$ cat src/rtl/seg7_pkg.sv
// Shared constants for the 4-digit seven-segment scan driver.
// Segment codes are active-low {dp,g,f,e,d,c,b,a}; anode codes are one-cold.
package seg7_pkg;

  // Segment patterns for the decimal digits, the dash and a fully dark digit.
  localparam logic [7:0] SEG_0     = 8'hC0;
  localparam logic [7:0] SEG_1     = 8'hF9;
  localparam logic [7:0] SEG_2     = 8'hA4;
  localparam logic [7:0] SEG_3     = 8'hB0;
  localparam logic [7:0] SEG_4     = 8'h99;
  localparam logic [7:0] SEG_5     = 8'h92;
  localparam logic [7:0] SEG_6     = 8'h82;
  localparam logic [7:0] SEG_7     = 8'hF8;
  localparam logic [7:0] SEG_8     = 8'h80;
  localparam logic [7:0] SEG_9     = 8'h90;
  localparam logic [7:0] SEG_DASH  = 8'hBF;
  localparam logic [7:0] SEG_BLANK = 8'hFF;

  // Digit enables, [0]=ones .. [3]=unused leftmost digit.
  localparam logic [3:0] AN_ONES = 4'b1110;
  localparam logic [3:0] AN_TENS = 4'b1101;
  localparam logic [3:0] AN_HUND = 4'b1011;
  localparam logic [3:0] AN_NONE = 4'b1111;

  // Scan slot currently being driven; the fourth slot stays dark so every
  // lit digit gets the same duty cycle as a full 4-digit display.
  typedef enum logic [1:0] {
    DIG_ONES = 2'd0,
    DIG_TENS = 2'd1,
    DIG_HUND = 2'd2,
    DIG_DARK = 2'd3
  } digit_t;

endpackage

$ cat src/rtl/seg7_decode.sv
// Combinational BCD to active-low seven-segment decoder.
// Non-BCD codes 10..15 show a dash; the decimal point is never lit.
module seg7_decode
  import seg7_pkg::*;
(
  input  logic [3:0] bcd,
  output logic [7:0] seg
);

  // Plain lookup of the segment pattern for one nibble.
  always_comb begin
    seg = SEG_DASH;
    case (bcd)
      4'd0:    seg = SEG_0;
      4'd1:    seg = SEG_1;
      4'd2:    seg = SEG_2;
      4'd3:    seg = SEG_3;
      4'd4:    seg = SEG_4;
      4'd5:    seg = SEG_5;
      4'd6:    seg = SEG_6;
      4'd7:    seg = SEG_7;
      4'd8:    seg = SEG_8;
      4'd9:    seg = SEG_9;
      default: seg = SEG_DASH;
    endcase
  end

endmodule

$ cat src/rtl/top_mod_seg7.sv
// Time-multiplexed driver for a 4-digit common-anode seven-segment display
// showing a 3-digit BCD value. One digit is lit per slot of DIV_COUNT clocks;
// the leftmost digit is unused but keeps its (dark) slot. Outputs are
// registered and active-low, lagging the scan index by one clock.
module top_mod_seg7
  import seg7_pkg::*;
#(
  parameter int DIV_COUNT = 50000,
  parameter bit BLANK_LZ  = 1'b0
) (
  input  logic       clk,
  input  logic       rst_n,
  input  logic [3:0] ones,
  input  logic [3:0] tens,
  input  logic [3:0] hundred,
  output logic [7:0] led,
  output logic [3:0] anode
);

  localparam int             CW       = (DIV_COUNT > 1) ? $clog2(DIV_COUNT) : 1;
  localparam logic [CW-1:0]  CNT_LAST = CW'(DIV_COUNT - 1);

  logic [CW-1:0] prescale;
  digit_t        digit;
  logic [3:0]    sel_bcd;
  logic [3:0]    sel_anode;
  logic          sel_blank;
  logic [7:0]    dec_seg;
  logic          blank_hund;
  logic          blank_tens;

  // Slot timer: count 0..DIV_COUNT-1, stepping to the next digit on wrap.
  always_ff @(posedge clk or negedge rst_n) begin
    if (!rst_n) begin
      prescale <= '0;
      digit    <= DIG_ONES;
    end else if (prescale == CNT_LAST) begin
      prescale <= '0;
      digit    <= digit_t'(digit + 2'd1);
    end else begin
      prescale <= prescale + 1'b1;
    end
  end

  // Leading zeros: hundreds when zero, tens only when hundreds is also zero.
  assign blank_hund = BLANK_LZ && (hundred == 4'd0);
  assign blank_tens = BLANK_LZ && (hundred == 4'd0) && (tens == 4'd0);

  // Pick the digit value, its anode and whether it is blanked for this slot.
  always_comb begin
    sel_bcd   = ones;
    sel_anode = AN_NONE;
    sel_blank = 1'b1;
    case (digit)
      DIG_ONES: begin
        sel_bcd   = ones;
        sel_anode = AN_ONES;
        sel_blank = 1'b0;
      end
      DIG_TENS: begin
        sel_bcd   = tens;
        sel_anode = AN_TENS;
        sel_blank = blank_tens;
      end
      DIG_HUND: begin
        sel_bcd   = hundred;
        sel_anode = AN_HUND;
        sel_blank = blank_hund;
      end
      default: begin
        sel_bcd   = ones;
        sel_anode = AN_NONE;
        sel_blank = 1'b1;
      end
    endcase
  end

  // A single shared decoder is enough since only one digit is lit at a time.
  seg7_decode u_decode (
    .bcd (sel_bcd),
    .seg (dec_seg)
  );

  // Registered pin drivers; dark during reset so no segment glitches on.
  always_ff @(posedge clk or negedge rst_n) begin
    if (!rst_n) begin
      anode <= AN_NONE;
      led   <= SEG_BLANK;
    end else begin
      anode <= sel_anode;
      led   <= sel_blank ? SEG_BLANK : dec_seg;
    end
  end

endmodule

$ cat config.mk
export PLATFORM = sky130hd
export DESIGN_NAME = top_mod_seg7
export DESIGN_NICKNAME = d
export VERILOG_FILES = /design/src/rtl/seg7_pkg.sv /design/src/rtl/seg7_decode.sv /design/src/rtl/top_mod_seg7.sv
export SDC_FILE = /design/constraint.sdc
export NUM_CORES = 1
export LEC_CHECK = 0
export ABC_CLOCK_PERIOD_IN_PS = 4200
export BUFFER_PORTS_ARGS = -buffer_cell sky130_fd_sc_hd__buf_2
export CAP_MARGIN = 20
export CELL_PAD_IN_SITES_DETAIL_PLACEMENT = 0
export CELL_PAD_IN_SITES_GLOBAL_PLACEMENT = 1
export CORE_ASPECT_RATIO = 0.8
export CORE_MARGIN = 4
export CORE_UTILIZATION = 46
export DETAILED_ROUTE_END_ITERATION = 8
export PLACE_DENSITY = 0.93
export RECOVER_POWER = 100
export SYNTH_ARGS = -nofsm -noshare
export SYNTH_HDL_FRONTEND = slang
export SYNTH_SLANG_ARGS = --single-unit
$ cat constraint.sdc
create_clock -name clk -period 4.2 [get_ports clk]
set_clock_uncertainty 0.1 [all_clocks]
set_input_delay 0.63 -clock clk [delete_from_list [all_inputs] [get_ports clk]]
set_output_delay 0.63 -clock clk [all_outputs]
set_load 0.05 [all_outputs]
==> results of run 1 <==
## flip-flops by register name, summed over array words and instances (netlist names)
| register | cells |
|---|---|
| led | 7 |
| anode | 3 |
| digit | 2 |
| prescale | 16 |
## per-layer routing
layer / GRT usage, % / vias up
met3: 4.75 / 6
met4: 4.29 / 0
met5: 0 / -
met1: 18.9 / 522
met2: 24.1 / 30
li1: - / 538
## logic make-up (layout without fill, tap and decap cells)
kind of cell,count (synthesis),in the layout
AOI/OAI and AO/OA,29,29
xor gates and xnor gates,9,9
adders and majority gates,8,8
buffers and inverters,13,35
DFF,28,28
muxes,4,4
other,1,2
and+or+nand+nor,50,50
## final timing paths
| kind | from | end | slack, ns |
|---|---|---|---|
| min | prescale[0]$_DFF_PN0_ | prescale[0]$_DFF_PN0_ | 0.40 |
| max in group asynchronous | rst_n | prescale[11]$_DFF_PN0_ | 2.54 |
| max | digit[0]$_DFFE_PN0N_ | led[3]$_DFF_PN1_ | 1.95 |
| min reg2reg | prescale[0]$_DFF_PN0_ | prescale[0]$_DFF_PN0_ | 0.40 |
| min in group asynchronous | rst_n | prescale[2]$_DFF_PN0_ | 0.59 |
| max reg2reg | digit[0]$_DFFE_PN0N_ | led[3]$_DFF_PN1_ | 1.95 |
## power by group
part	switching, W	internal [W]	total, W
registers	0.00000161	0.000279	0.000281
logic	0.0000443	0.0000135	0.0000579
clock network	0.0000814	0.000128	0.000209
total	0.000127	0.000420	0.000547
## synth_stat cells
library cell / number
buf_8: 1
o211ai_1: 3
o21ai_0: 1
xor2_1: 3
nand3_2: 1
nand4_1: 1
and4_1: 1
buf_4: 2
mux2_2: 3
nand3_1: 6
a21oi_1: 7
nor2b_1: 1
o41ai_1: 1
buf_6: 1
a211oi_1: 1
nor3_4: 1
dfrtp_1: 18
nor4bb_1: 2
o22a_1: 1
a21o_1: 5
conb_1: 1
nand4_4: 1
and3_2: 2
a221o_1: 1
nor2_1: 18
or3b_1: 1
inv_1: 8
mux2i_1: 1
and4_2: 1
ha_1: 8
a31oi_1: 1
a22oi_1: 4
nand2_1: 9
nand2b_1: 1
o21bai_1: 2
nor3_1: 2
nor4b_1: 1
xnor2_1: 6
nor3_2: 1
dfstp_2: 10
a21oi_2: 1
o21ai_1: 1
buf_2: 1
## area by class of cell
cell class	count	area share [%]
Sequential cell	28	43.1
Multi-Input combinational cell	102	41.6
Timing Repair Buffer	23	6.12
Tap cell	40	3.02
Clock buffer	3	2.49
Clock inverter	1	1.81
Inverter	8	1.81
## worst reg2reg max path, stage by stage (launching register included)
cell	delay [ns]
dfrtp_1	0.39
inv_1	0.09
ha_1	0.46
nor2_1	0.09
a21oi_1	0.33
inv_1	0.15
ha_1	0.32
a21o_1	0.16
o211ai_1	0.07
## metrics by stage
step	instances	instance area, sq um
floorplan	143	1510
global placement	201	1630
detailed placement	201	1630
CTS	205	1700
global route	205	1660
finish	205	1660
==> results.cfg, run 1 <==
[routing]
routed.top_layer = met4
drc = 0
routed_wirelength_mm = 2.83
drtIter0Drc = 56
wl_met2_mm = 1.33
wl_per_cell_um = 13.8
ant_nets = 0
dr.pass1.iters = 4
vias_per_cell = 5.35
dr_wl_met3_um = 156
vias = 1096
wl_met1_mm = 1.30

[critical_path]
slowest_stage = ha_1
cp-end-kind = flip-flop
criticalPathCategory = flip-flop to flip-flop
arrival_ns = 2.34
cp_top_family = adder cells
crit_required_ns = 4.29
cp-start-kind = flip-flop
critPathBufInv = 2
ff2ff_path_depth = 8
max_stage_delay_ns = 0.46
cp_max_fo = 11
cp_cell_sequence = inv_1 > ha_1 > nor2_1 > a21oi_1 > inv_1 > ha_1 > a21o_1 > o211ai_1
path_depth = 8

[clocking]
clk_pin_slew_ns = 0.10
cts.sinks = 28
post_cts_resized = 0
post_cts_buffers = 0
ctsRootBufferMaster = clkbuf_8
insertion_delay_ns = 0.27
hold_buffers = 0
cts_tree = built
cts_max_level = 1
numCtsBuffers = 3
clock_path_buffers = 2

[synthesis]
yosys_warnings = 0
synth_top_family_by_area = simple AND/OR/NAND/NOR gates
syn_area_sq_um = 1510
netlist.top_cell.by_area = dfrtp_1
synthAdderAreaFrac_pct = 6.65
synth-xor-area-share_pct = 5.24
netlist_instances = 142
ys_ff_latch = 28
synth-compound-area-share_pct = 13.3
avgSynthCellArea_sq_um = 10.6
yosys.area_share.simple_pct = 19.2
ys_seq_area_share_pct = 47.4
netlist.area_leader.share_pct = 29.9
synthMuxAreaShare_pct = 2.91
synth.area.top_cells = dfrtp_1 30%, dfstp_2 17%, ha_1 6.7%
synth.distinct_cells = 43

[timing]
drv_slew = 0
fmax_ghz = 0.444
worst_pin_slew_ns = 1.48
setup_slack_ns = 1.95
whs_ns = 0.403
tns_ns = 0
hold_viol_final = 0
finalCritPeriodShare_pct = 53.6
min_period_ns = 2.25
rsz0062_at_grt = false
setup_violations = 0
max_slew_margin_pct = 1.51

[layout]
drive_above_1_share_pct = 20.6
layout.nets = 188
area_growth_pct = 9.98
seq_area_sq_um = 713
final_util_pct = 53.3
multiInputGateArea_sq_um = 689
num-fill-cells = 304
antenna_cells = 0
final_cell_mix = 18 x nor2_1, 18 x dfrtp_1, 12 x buf_2

[floorplanning]
io_pins = 26
core_area_sq_um = 3110
die_h_um = 59.2
die-area_sq_um = 4260
start_util_pct = 48.4
rows = 18
die-width_um = 72.0

[grt]
grt_pass1_vias = 1117
grt_pass1_wl_mm = 4.93
antenna_found_initial = 0
grt_max_degree = 29
overflow = 0
grt.total_usage_pct = 14.7

[hold_path]
hp-class = flip-flop to flip-flop
whs_path_depth = 1

[power]
power_density_nw_per_um2 = 331
ir_worst_vdd_mv = 0.396
power_w = 0.000547
power.leakage_nw = 0.712

[place]
port_buffers = 23
hpwl_mm = 2.12
gp_congestion = 0.872
place_ws_ns = 2.01

[flow_run]
maxCapViolCount = 0

[status]
status = completed
Power figures use the tool's default switching activity.
==> run 2, diff against run 1 <==
ABC_CLOCK_PERIOD_IN_PS = 2000   (was 4200)
CORE_UTILIZATION = 38   (was 46)
PLACE_DENSITY = 0.83   (was 0.93)
clock period = 2 ns   (was 4.2 ns; I/O delays follow)
==> results.cfg, run 2 (synthesized netlist as in run 1, its figures left out) <==
[critical_path]
r2r_setup_slack_ns = 0.11
cp-start-kind = flip-flop
max_stage_delay_ns = 0.41
ff2ff_path_depth = 7
slowest_stage = dfrtp_1
cp_max_fo = 5
criticalPathCategory = flip-flop to flip-flop
cp-end-kind = flip-flop
r2r-start = digit[0]$_DFFE_PN0N_
worstReg2RegEnd = led[2]$_DFF_PN1_
arrival_ns = 2.00
cp_cell_sequence = inv_2 > ha_2 > a22oi_1 > a21o_1 > inv_1 > ha_1 > a221o_1
crit_required_ns = 2.10

[timing]
max_slew_margin_pct = 59.3
setup_violations = 0
tns_ns = 0
finalCritPeriodShare_pct = 94.7
drv_slew = 0
fmax_ghz = 0.528
min_period_ns = 1.89
hold_viol_final = 0
rsz0062_at_grt = false
worst_pin_slew_ns = 0.610

[layout]
multiInputGateArea_sq_um = 741
reg_top3 = prescale (16), led (7), anode (3)
seq_area_sq_um = 713
area_growth_pct = 20.2
drive_above_1_share_pct = 35.1
final_cell_mix = 23 x buf_2, 18 x nor2_1, 18 x dfrtp_1
antenna_cells = 0
layout.nets = 197
layout_commonest_cell = buf_2
largest_register = prescale
largest_register_ff_count = 16
num-fill-cells = 373

[power]
ir_worst_vdd_mv = 0.398
power_density_nw_per_um2 = 642
power.leakage_nw = 0.803
power_w = 0.00116

[routing]
drtIter0Drc = 40
wl_per_cell_um = 12.9
routed_wirelength_mm = 2.95
dr.pass1.iters = 4
drc = 0
vias_per_cell = 4.92
vias = 1126
ant_nets = 0

[floorplanning]
rows = 20
die-width_um = 78.4
core_area_sq_um = 3800
io_pins = 26
die_h_um = 64.3
die-area_sq_um = 5040
start_util_pct = 39.6

[place]
port_buffers = 23
gp_congestion = 0.949
hpwl_mm = 2.28

[hold_path]
hp-start = prescale[0]$_DFF_PN0_
hp-class = flip-flop to flip-flop
whs_path_depth = 1
holdPathEnd = prescale[0]$_DFF_PN0_

[clocking]
ctsRootBufferMaster = clkbuf_8
numCtsBuffers = 3
clock_path_buffers = 2
clk_pin_slew_ns = 0.10
cts_tree = built
cts_max_level = 1
insertion_delay_ns = 0.27
cts.sinks = 28

[grt]
grt_pass1_vias = 1125
grt_max_degree = 29
grt.total_usage_pct = 12.7
antenna_found_initial = 0
overflow = 0
grt_pass1_wl_mm = 5.07

[status]
status = completed

[flow_run]
maxCapViolCount = 0
-- run 2: changes by cell type in the layout (fill, tap and decap cells not counted), sizes merged --
cell / change
buf: +19
clkbuf: -11
dlygate4sd3: +1
-- run 2: worst max path at each step --
stage                               from          endpoint  slack [ns]  cells after the start
floorplan           digit[0]$_DFFE_PN0N_  led[3]$_DFF_PN1_       0.009                      9
global placement    digit[0]$_DFFE_PN0N_  led[2]$_DFF_PN1_        0.11                      7
detailed placement  digit[0]$_DFFE_PN0N_  led[2]$_DFF_PN1_        0.05                      7
CTS                 digit[0]$_DFFE_PN0N_  led[2]$_DFF_PN1_        0.04                      7
global route        digit[0]$_DFFE_PN0N_  led[2]$_DFF_PN1_       0.001                      7
finish              digit[0]$_DFFE_PN0N_  led[2]$_DFF_PN1_        0.11                      7
-- run 2: critical path: cells and delay by family (launching register included) --
family,cells,cell delay [ns]
compound gates,3,0.71
fa+ha+maj,2,0.44
buf+inv,2,0.18
flops,1,0.41
-- run 2: what timing repair did --
item / 4_1_cts / 5_1_grt
buffers inserted: 0 / 1
gates resized for setup: 0 / 7
hold buffers: 1 / 0
hold endpoints to repair: 18 / 0
setup endpoints to repair: 0 / 5
-- run 2: layer usage --
metal / vias up / GRT usage (%) / part of all wire (%)
met2: 13 / 21.6 / 50
met1: 548 / 15.6 / 45
met5: - / 0 / 0
met3: 2 / 3.80 / 3.6
li1: 563 / - / -
met4: 0 / 3.28 / 0.98
-- run 2: metrics by stage --
step	area [sq um]	utilization, %	worst slack, ns	std cells	hold slack (ns)
after global routing	1810	47.6	0.000956	229	0.411
after CTS	1780	46.8	0.0364	228	0.388
after floorplan	1510	-	0.00887	143	-0.0956
after global placement	1700	44.7	0.113	223	0.246
final	1810	47.6	0.106	229	0.380
after detailed placement	1700	44.7	0.0465	223	0.249
-- run 2: power by group --
| group | switching [W] | internal (W) |
|---|---|---|
| logic | 0.0000945 | 0.0000389 |
| clock network | 0.000172 | 0.000268 |
| registers | 0.00000284 | 0.000586 |
| total | 0.000269 | 0.000892 |
-- run 2: area by class of cell --
cell class,count,share of cell area [%]
clock inverter,1,1.66
timing repair buffer,32,10.2
clock buffer,3,2.28
tap,55,3.80
inverter,8,1.66
multi-input combinational,102,40.9
sequential,28,39.4
==> run 3, diff against run 2 <==
ABC_AREA = 1   (was default)
CORE_UTILIZATION = 37   (was 38)
GPL_TIMING_DRIVEN = 0   (was default)
PLACE_DENSITY = 0.84   (was 0.83)
==> results.cfg, run 3 <==
[routing]
dr.pass1.iters = 4
vias_per_cell = 4.51
wl_per_cell_um = 11.3
drc = 0
vias = 1349
routed_wirelength_mm = 3.39
drtIter0Drc = 104
ant_nets = 0

[place]
place_ws_ns = -0.0537
gp_congestion = 0.795
hpwl_mm = 2.69
port_buffers = 23

[timing]
min_period_ns = 1.87
hold_viol_final = 0
rsz0062_at_grt = false
setup_slack_ns = 0.126
setup_violations = 0
worst_pin_slew_ns = 0.608
whs_ns = 0.325
fmax_ghz = 0.534
drv_slew = 0
max_slew_margin_pct = 59.5
finalCritPeriodShare_pct = 93.7

[synthesis]
syn_area_sq_um = 1680
synth.distinct_cells = 30
synth.area.top_cells = dfrtp_1 27%, dfstp_2 16%, nand2_1 13%
synthTopCellsByCount = 60 x nand2_1, 24 x inv_1, 22 x nor2_1, 18 x dfrtp_1, 18 x nand3_1
netlist_instances = 209
synth-edff-count = 0
yosysMostFrequentCell = nand2_1
ys_ff_latch = 28
yosys_warnings = 0
ys_seq_area_share_pct = 42.5
synthFlopType = dfrtp_1
synth-async-reset-ratio_pct = 100
netlist.area_leader.share_pct = 26.8
netlist.top_cell.by_area = dfrtp_1
avgSynthCellArea_sq_um = 8.03

[layout]
layout.nets = 265
final_cell_mix = 58 x nand2_1, 23 x buf_2, 22 x inv_1, 22 x nor2_1
drive_above_1_share_pct = 29.8
area_growth_pct = 17.8
layout_commonest_cell = nand2_1
num-fill-cells = 452
final_util_pct = 46.2
largest_register_ff_count = 16
reg_top3 = prescale (16), led (7), anode (3)
largest_register = prescale
antenna_cells = 0

[grt]
grt_pass1_vias = 1322
overflow = 0
grt.total_usage_pct = 13.3
antenna_found_initial = 0
grt_pass1_wl_mm = 6.05
grt_max_degree = 29

[power]
power_density_nw_per_um2 = 527
power.leakage_nw = 0.993
ir_worst_vdd_mv = 0.291
power_w = 0.00104

[critical_path]
arrival_ns = 1.99
cp_max_fo = 10
criticalPathCategory = flip-flop to flip-flop
cp-end-kind = flip-flop
slowest_stage = dfrtp_1
critPathBufInv = 3
cp_top_family = simple AND/OR/NAND/NOR gates
max_stage_delay_ns = 0.41
cp_cell_sequence = inv_2 > ha_4 > buf_6 > or2_0 > nand2_2 > ha_1 > inv_1 > nand2_1 > nand2_1 > nand2_1 > nand2_1
crit_required_ns = 2.12
cpMostUsedCell = nand2_1
cp-start-kind = flip-flop

[clocking]
cts_tree = built
ctsRootBufferMaster = clkbuf_8
cts_max_level = 1
clock_path_buffers = 2
cts.sinks = 28
numCtsBuffers = 3
insertion_delay_ns = 0.28
clk_pin_slew_ns = 0.09

[hold_path]
hp-class = input port to flip-flop

[floorplanning]
io_pins = 26
start_util_pct = 39.2
die_h_um = 68.2
die-area_sq_um = 5680
die-width_um = 83.3
core_area_sq_um = 4280
rows = 21

[flow_run]
maxCapViolCount = 0

[status]
status = completed
==> run 3: changes by cell type in the layout (fill, tap and decap cells not counted), sizes merged, moves of 3 or more <==
cell	delta
nand2	+58
inv	+19
nand3	+12
nor2	+9
a21oi	-7
a21o	-5
xor2	+5
a22oi	-4
xnor2	-4
mux2	-3
o211ai	-3
or2	+3
==> run 3: power breakdown <==
group          switching (W)  internal (W)
Sequential        0.00000373      0.000586
Combinational       0.000100     0.0000388
Clock               0.000169      0.000143
==> run 3: layer usage <==
layer	global-route usage, %	wire [um]	up-vias	part of all wire (%)
met1	18.5	1750	619	51
met5	0	0	-	0
met2	21.3	1490	22	44
li1	-	-	703	-
met4	3.06	25	0	0.74
met3	2.89	124	5	3.7
==> run 3: worst paths after layout <==
check	start	endpoint	slack, ns	cells after the start
max	digit[0]$_DFFE_PN0N_	led[3]$_DFF_PN1_	0.13	11
min	ones[3]	led[2]$_DFF_PN1_	0.32	6
max reg2reg	digit[0]$_DFFE_PN0N_	led[3]$_DFF_PN1_	0.13	11
min reg2reg	prescale[0]$_DFF_PN0_	prescale[0]$_DFF_PN0_	0.38	1
max in group asynchronous	rst_n	prescale[9]$_DFF_PN0_	0.94	2
min in group asynchronous	rst_n	prescale[12]$_DFF_PN0_	0.46	2
==> run 3: layout make-up <==
type,count,area (sq um),area share [%]
plain buffers,3,26.3,1.33
clock buffers,4,45.0,2.28
inverters,28,109,5.51
multi-input cells,151,857,43.4
flip-flops and latches,28,713,36.1
well taps,57,71.3,3.61
repair buffers,28,155,7.85
==> run 3: repair_timing <==
| item | 4_1_cts | 5_1_grt |
|---|---|---|
| hold buffers | 1 | 0 |
| setup endpoints to repair | 2 | 4 |
| pin swaps | 0 | 1 |
| resized for setup | 1 | 5 |
| setup buffers | 1 | 3 |
| hold endpoints to repair | 18 | 0 |
==> run 3: worst reg2reg max path, stage by stage, from the launching register on <==
cell     delay (ns)
dfrtp_1        0.41
inv_2          0.11
ha_4           0.21
buf_6          0.13
or2_0          0.23
nand2_2        0.11
ha_1           0.25
inv_1          0.06
nand2_1        0.04
nand2_1        0.06
nand2_1        0.05
nand2_1        0.06
==> run 3: cell families (layout without fill, tap and decap cells) <==
logic type / after synthesis / in the layout / share of synthesized area (%)
AOI/OAI and AO/OA: 6 / 6 / 3.43
xor gates and xnor gates: 10 / 10 / 5.22
adders and majority gates: 8 / 8 / 5.97
buffers and inverters: 31 / 63 / 7.83
DFF: 28 / 28 / 42.5
other: 1 / 2 / 0.223
and+or+nand+nor: 125 / 125 / 34.8
==> run 3: metrics by stage <==
stage	instance area, sq um	cells	TNS [ns]
6_report	1980	299	0
5_1_grt	1980	299	0
4_1_cts	1930	296	0
3_5_place_dp	1870	290	-0.0537
3_3_place_gp	1870	290	-0.0305
2_1_floorplan	1680	210	0
